$ cat config.mk
export PLATFORM = sky130hd
export DESIGN_NAME = ifetch_queue
export DESIGN_NICKNAME = d
export VERILOG_FILES = /design/src/rtl/ifetch_queue.sv
export SDC_FILE = /design/constraint.sdc
export NUM_CORES = 1
export LEC_CHECK = 0
export CAP_MARGIN = 20
export CORE_ASPECT_RATIO = 1.2
export CORE_MARGIN = 5
export CORE_UTILIZATION = 30
export CTS_BUF_LIST = sky130_fd_sc_hd__clkbuf_8
export DETAILED_ROUTE_END_ITERATION = 8
export PLACE_DENSITY_LB_ADDON = 0.08
export SYNTH_ARGS = -nofsm -noshare
export SYNTH_HDL_FRONTEND = slang
export SYNTH_SLANG_ARGS = --single-unit
$ cat constraint.sdc
create_clock -name clk -period 2 [get_ports clk]
set_input_delay 0.2 -clock clk [delete_from_list [all_inputs] [get_ports clk]]
set_output_delay 0.2 -clock clk [all_outputs]
set_load 0.02 [all_outputs]
$ cat src/rtl/ifetch_queue.sv
// Instruction prefetch queue: issues sequential ROM reads, buffers words in a DEPTH-entry FIFO,
// flushes on redirect. Optional macro IFQ_BYPASS_EN forwards a response straight to the core when empty.
module ifetch_queue #(
  parameter int DEPTH  = 4,
  parameter int ROM_AW = 7
) (
  input  logic              clk,
  input  logic              rst,
  input  logic              redirect,
  input  logic [31:0]       redirect_pc,
  output logic [ROM_AW-1:0] rom_addr,
  input  logic [31:0]       rom_data,
  output logic              insn_valid,
  input  logic              insn_ready,
  output logic [31:0]       insn,
  output logic [31:0]       insn_pc
);

  localparam int PW = $clog2(DEPTH);
  localparam int CW = PW + 1;

  typedef struct packed {
    logic [31:0] word;
    logic [31:0] pc;
  } entry_t;

  entry_t [DEPTH-1:0] q_mem;
  logic [PW-1:0]      rd_ptr, wr_ptr;
  logic [CW-1:0]      count, credit;
  logic [31:0]        fetch_pc, fetch_pc_nxt, inflight_pc;
  logic               inflight, issue, resp, push, pop, q_empty;
  logic               unused_pc_bits;

  assign unused_pc_bits = ^redirect_pc[1:0];

  // An in-flight read already owns a slot, so it counts against the credit.
  assign credit  = count + CW'(inflight);
  assign issue   = !redirect && (credit < CW'(DEPTH));
  assign resp    = inflight && !redirect;
  assign q_empty = (count == '0);
  assign pop     = !q_empty && insn_ready;

`ifdef IFQ_BYPASS_EN
  logic byp;
  assign byp        = q_empty && resp;
  assign insn_valid = !q_empty || byp;
  assign insn       = byp ? rom_data    : q_mem[rd_ptr].word;
  assign insn_pc    = byp ? inflight_pc : q_mem[rd_ptr].pc;
  // A bypassed word the core takes immediately never occupies the queue.
  assign push       = resp && !(byp && insn_ready);
`else
  assign insn_valid = !q_empty;
  assign insn       = q_mem[rd_ptr].word;
  assign insn_pc    = q_mem[rd_ptr].pc;
  assign push       = resp;
`endif

  always_comb begin
    fetch_pc_nxt = fetch_pc;
    if (redirect)   fetch_pc_nxt = {redirect_pc[31:2], 2'b00};
    else if (issue) fetch_pc_nxt = fetch_pc + 32'd4;
  end

  always_ff @(posedge clk) begin
    if (rst) begin
      fetch_pc    <= '0;
      rom_addr    <= '0;
      inflight    <= 1'b0;
      inflight_pc <= '0;
      count       <= '0;
      rd_ptr      <= '0;
      wr_ptr      <= '0;
      q_mem       <= '0;
    end else begin
      fetch_pc <= fetch_pc_nxt;
      rom_addr <= fetch_pc_nxt[ROM_AW+1:2];
      inflight <= issue;
      if (issue) inflight_pc <= fetch_pc;
      if (redirect) begin
        // Flush wins over any same-cycle pop or response.
        count  <= '0;
        rd_ptr <= '0;
        wr_ptr <= '0;
      end else begin
        if (push) begin
          q_mem[wr_ptr] <= '{word: rom_data, pc: inflight_pc};
          wr_ptr        <= wr_ptr + PW'(1);
        end
        if (pop) rd_ptr <= rd_ptr + PW'(1);
        count <= count + CW'(push) - CW'(pop);
      end
    end
  end

endmodule

==> run_summary.xml <==
<?xml version="1.0" encoding="UTF-8"?>
<metrics>
  <group name="global_route">
    <metric name="grt_start_max_net_pins" unit="">119</metric>
    <metric name="number_of_antenna_violations_at_the_first_check_in_global_routing" unit="">1</metric>
    <metric name="first_global_vias" unit="">11373</metric>
    <metric name="grt_first_pass_wirelength" unit="mm">66.94</metric>
    <metric name="overall_global_routing_usage" unit="%">17.30</metric>
    <metric name="grt-ovfl-total" unit="">0</metric>
  </group>
  <group name="synthesis">
    <metric name="synth_seq_area_share" unit="%">47.55</metric>
    <metric name="synth_top_flop_cell" unit="">dfxtp_1</metric>
    <metric name="netlist_instances" unit="">1538</metric>
    <metric name="post_synth_design_cell_area" unit="um^2">13310</metric>
    <metric name="yosys_warn_count" unit="">0</metric>
    <metric name="yosys_reg_bits" unit="">316</metric>
    <metric name="synth_edf_count" unit="">0</metric>
    <metric name="synthDistinctLibCells" unit="">49</metric>
    <metric name="synth_async_sr_flop_share" unit="%">0</metric>
    <metric name="avgSynthCellArea" unit="um^2">8.651</metric>
  </group>
  <group name="routing">
    <metric name="route.detailed.drc" unit="">0</metric>
    <metric name="postRouteWirelength" unit="mm">43.22</metric>
    <metric name="via_per_inst" unit="">4.940</metric>
    <metric name="routed-via-count" unit="">11475</metric>
    <metric name="antenna_left" unit="">0</metric>
    <metric name="drt-initial-drc-count" unit="">614</metric>
    <metric name="drt_pre_antenna_iters" unit="">5</metric>
    <metric name="wire_per_inst" unit="um">18.60</metric>
  </group>
  <group name="timing">
    <metric name="final_count_of_pins_violating_max_slew" unit="">0</metric>
    <metric name="whs" unit="ps">130.8</metric>
    <metric name="period_minus_slack" unit="ps">2258</metric>
    <metric name="min_period_over_period" unit="%">112.9</metric>
    <metric name="finalSetupTns" unit="ps">-10300</metric>
    <metric name="clock_skew" unit="ps">26.16</metric>
    <metric name="max_freq" unit="MHz">442.9</metric>
    <metric name="worst_pin_slew" unit="ps">789.3</metric>
    <metric name="hold_violations_final" unit="">0</metric>
    <metric name="unrepaired_setup_endpoints_after_global_routing" unit="">true</metric>
    <metric name="slew-limit-headroom" unit="%">47.38</metric>
    <metric name="setup_ws" unit="ps">-257.7</metric>
    <metric name="timing.final.setup_violations" unit="">62</metric>
  </group>
  <group name="finish">
    <metric name="post_route_utilization" unit="%">39.95</metric>
    <metric name="flow.area_growth_from_synthesis" unit="%">31.59</metric>
    <metric name="finalNetCount" unit="">1799</metric>
    <metric name="drive_above_1_share" unit="%">20.08</metric>
    <metric name="final_cell_area" unit="um^2">17510</metric>
    <metric name="fillerInstances" unit="">4479</metric>
  </group>
  <group name="job">
    <metric name="maxCapViolations" unit="">0</metric>
  </group>
  <group name="place">
    <metric name="detailedPlacementHpwl" unit="mm">26.33</metric>
    <metric name="weighted_congestion_reported_at_the_end_of_routability_driven_placement" unit="">0.7792</metric>
    <metric name="dpl-instance-area" unit="um^2">15880</metric>
    <metric name="port-buffer-count" unit="">135</metric>
  </group>
  <group name="cts">
    <metric name="cts_made_buffers" unit="">56</metric>
    <metric name="quantity_of_hold_fixing_buffers_added_after_cts" unit="">0</metric>
    <metric name="buffer_type_at_the_clock_tree_root" unit="">clkbuf_8</metric>
    <metric name="ctsLongestPathBuffers" unit="">3</metric>
    <metric name="cts-htree-levels" unit="">2</metric>
    <metric name="tritoncts" unit="">built</metric>
    <metric name="clkSinkCount" unit="">316</metric>
    <metric name="clock_latency" unit="ps">610</metric>
    <metric name="clkSlewWorstSetupHoldPaths" unit="ps">60</metric>
  </group>
  <group name="setup_path">
    <metric name="crit_arrival" unit="ps">2060</metric>
    <metric name="critPathLaunchType" unit="">flop</metric>
    <metric name="worst_ep_required_time" unit="ps">1800</metric>
    <metric name="timing.critical_path.fanout_max" unit="">6</metric>
    <metric name="crit_type" unit="">flop to primary output</metric>
    <metric name="critPathCaptureType" unit="">primary output</metric>
  </group>
  <group name="floorplanning">
    <metric name="floorplan.initialDensity" unit="%">30.36</metric>
    <metric name="fp.coreArea" unit="um^2">43830</metric>
    <metric name="placementRows" unit="">84</metric>
    <metric name="floorplan.die_area" unit="um^2">48680</metric>
    <metric name="count_of_boundary_i_o_pins" unit="">140</metric>
    <metric name="die_y" unit="um">240.7</metric>
    <metric name="dieWidth" unit="um">202.2</metric>
  </group>
  <group name="hold_path">
    <metric name="worst_hold_path_type" unit="">input pin to flop</metric>
  </group>
  <group name="run_status">
    <metric name="failing_checks" unit="">setup timing</metric>
    <metric name="outcome" unit="">finished, violations left</metric>
  </group>
  <group name="power">
    <metric name="power" unit="mW">13.54</metric>
    <metric name="ir_drop" unit="uV">387.8</metric>
    <metric name="static-leakage-power" unit="nW">6.157</metric>
    <metric name="power_per_cell_area" unit="nW/um^2">773.3</metric>
  </group>
</metrics>
[metal layers]
| metal | track usage [%] | vias to the layer above | wire length [um] |
|---|---|---|---|
| li1 | - | 5636 | - |
| met4 | 4.631 | 0 | 816 |
| met2 | 30.72 | 266 | 21860 |
| met1 | 22.05 | 5509 | 18760 |
| met5 | 0 | - | 0 |
| met3 | 2.755 | 64 | 1780 |
[power breakdown]
| part | switching, mW | leakage, nW | internal, mW | total, mW |
|---|---|---|---|---|
| Combinational | 0.547 | 2.94 | 0.463 | 1.01 |
| Clock | 2.70 | 0.656 | 3.33 | 6.03 |
| Sequential | 0.0923 | 2.56 | 6.40 | 6.50 |
[logic make-up after synthesis]
family | share of synthesized area (%)
fa+ha+maj | 0.8087
compound gates | 13.27
other cells | 0.02818
simple gates | 20.33
flops | 47.55
mux | 12.83
xor+xnor | 0.7899
buf+inv | 4.401
[layout make-up]
cell class / count / area [um^2] / area share, %
Inverter: 8 / 30.03 / 0.1715
Antenna cell: 1 / 2.502 / 0.01429
Clock inverter: 26 / 136.4 / 0.7790
Sequential cell: 316 / 6337 / 36.20
Multi-Input combinational cell: 1086 / 6465 / 36.93
Clock buffer: 72 / 991.0 / 5.660
Tap cell: 559 / 699.4 / 3.995
Timing Repair Buffer: 255 / 2846 / 16.26
[through the flow]
stage                     cells  setup WS [ps]
after global routing       2323         -344.2
after CTS                  2318         -353.4
after detailed placement   2198         -261.1
after global placement     2198         -255.6
final                      2323         -257.7
after floorplan            1539         -38.94
[sequential cells by signal, indices dropped and copies added, names as in the netlist]
name and count:
wr_ptr 2, inflight 1, q_mem 248, count 3, rd_ptr 2, inflight_pc 30
fetch_pc 30
[what timing repair did]
item | in CTS | in global routing
endpoints found under the hold margin | 0 | 0
setup endpoints to repair | 63 | 73
gates resized for setup | 332 | 57
buffers inserted | 16 | 5
cloned | 6 | 2
pin swaps | 0 | 7
[placed cells by master (no fill, tap or decap), types with 12 or more instances in the layout]
cell	netlist	routed
buf_4	11	76
buf_6	2	55
mux4_2	62	62
a21oi_1	250	249
inv_1	7	25
mux2i_1	31	31
clkdlybuf4s50_1	0	71
clkbuf_8	0	72
nor2_1	64	64
a311oi_1	14	12
nand2_1	513	509
buf_12	0	35
dfxtp_1	316	311
[worst max-delay path, stage by stage (launching register included)]
cell and delay (ps):
dfxtp_4 400, buf_12 140, buf_12 120, buf_16 120, mux4_2 530, buf_6 150
[worst paths after layout]
check	from	to	slack, ps	cells after the start
worst min register to register	q_mem[55]$_SDFFE_PP0P_	q_mem[55]$_SDFFE_PP0P_	450	2
worst min-delay path	rst	inflight_pc[19]$_SDFFE_PP0P_	130	3
worst max register to register	count[2]$_SDFF_PP0_	count[2]$_SDFF_PP0_	70	9
worst max-delay path	rd_ptr[1]$_SDFFE_PP0P_	insn_pc[30]	-260	5
[synthesized netlist by cell type, types with 5 or more instances]
| cell type | count | area share [%] |
|---|---|---|
| a211oi_1 | 11 | 0.62 |
| a21oi_1 | 250 | 9.4 |
| a311oi_1 | 14 | 0.92 |
| and2_1 | 7 | 0.33 |
| and3_1 | 6 | 0.28 |
| and4_1 | 8 | 0.53 |
| buf_2 | 12 | 0.45 |
| buf_4 | 11 | 0.62 |
| clkbuf_1 | 102 | 2.9 |
| dfxtp_1 | 316 | 48 |
| ha_1 | 7 | 0.66 |
| inv_1 | 7 | 0.20 |
| mux2i_1 | 31 | 2.3 |
| mux4_2 | 62 | 10 |
| nand2_1 | 513 | 14 |
| nand3_1 | 11 | 0.41 |
| nand4_1 | 10 | 0.47 |
| nor2_1 | 64 | 1.8 |
| nor2b_1 | 7 | 0.33 |
| nor4_1 | 6 | 0.28 |
| o21ai_0 | 8 | 0.30 |
| o31ai_1 | 8 | 0.45 |
| or3_1 | 6 | 0.28 |
| or4_1 | 8 | 0.45 |
| xnor2_1 | 7 | 0.46 |
| xor2_1 | 5 | 0.33 |
(Power assumes the default switching activity.)
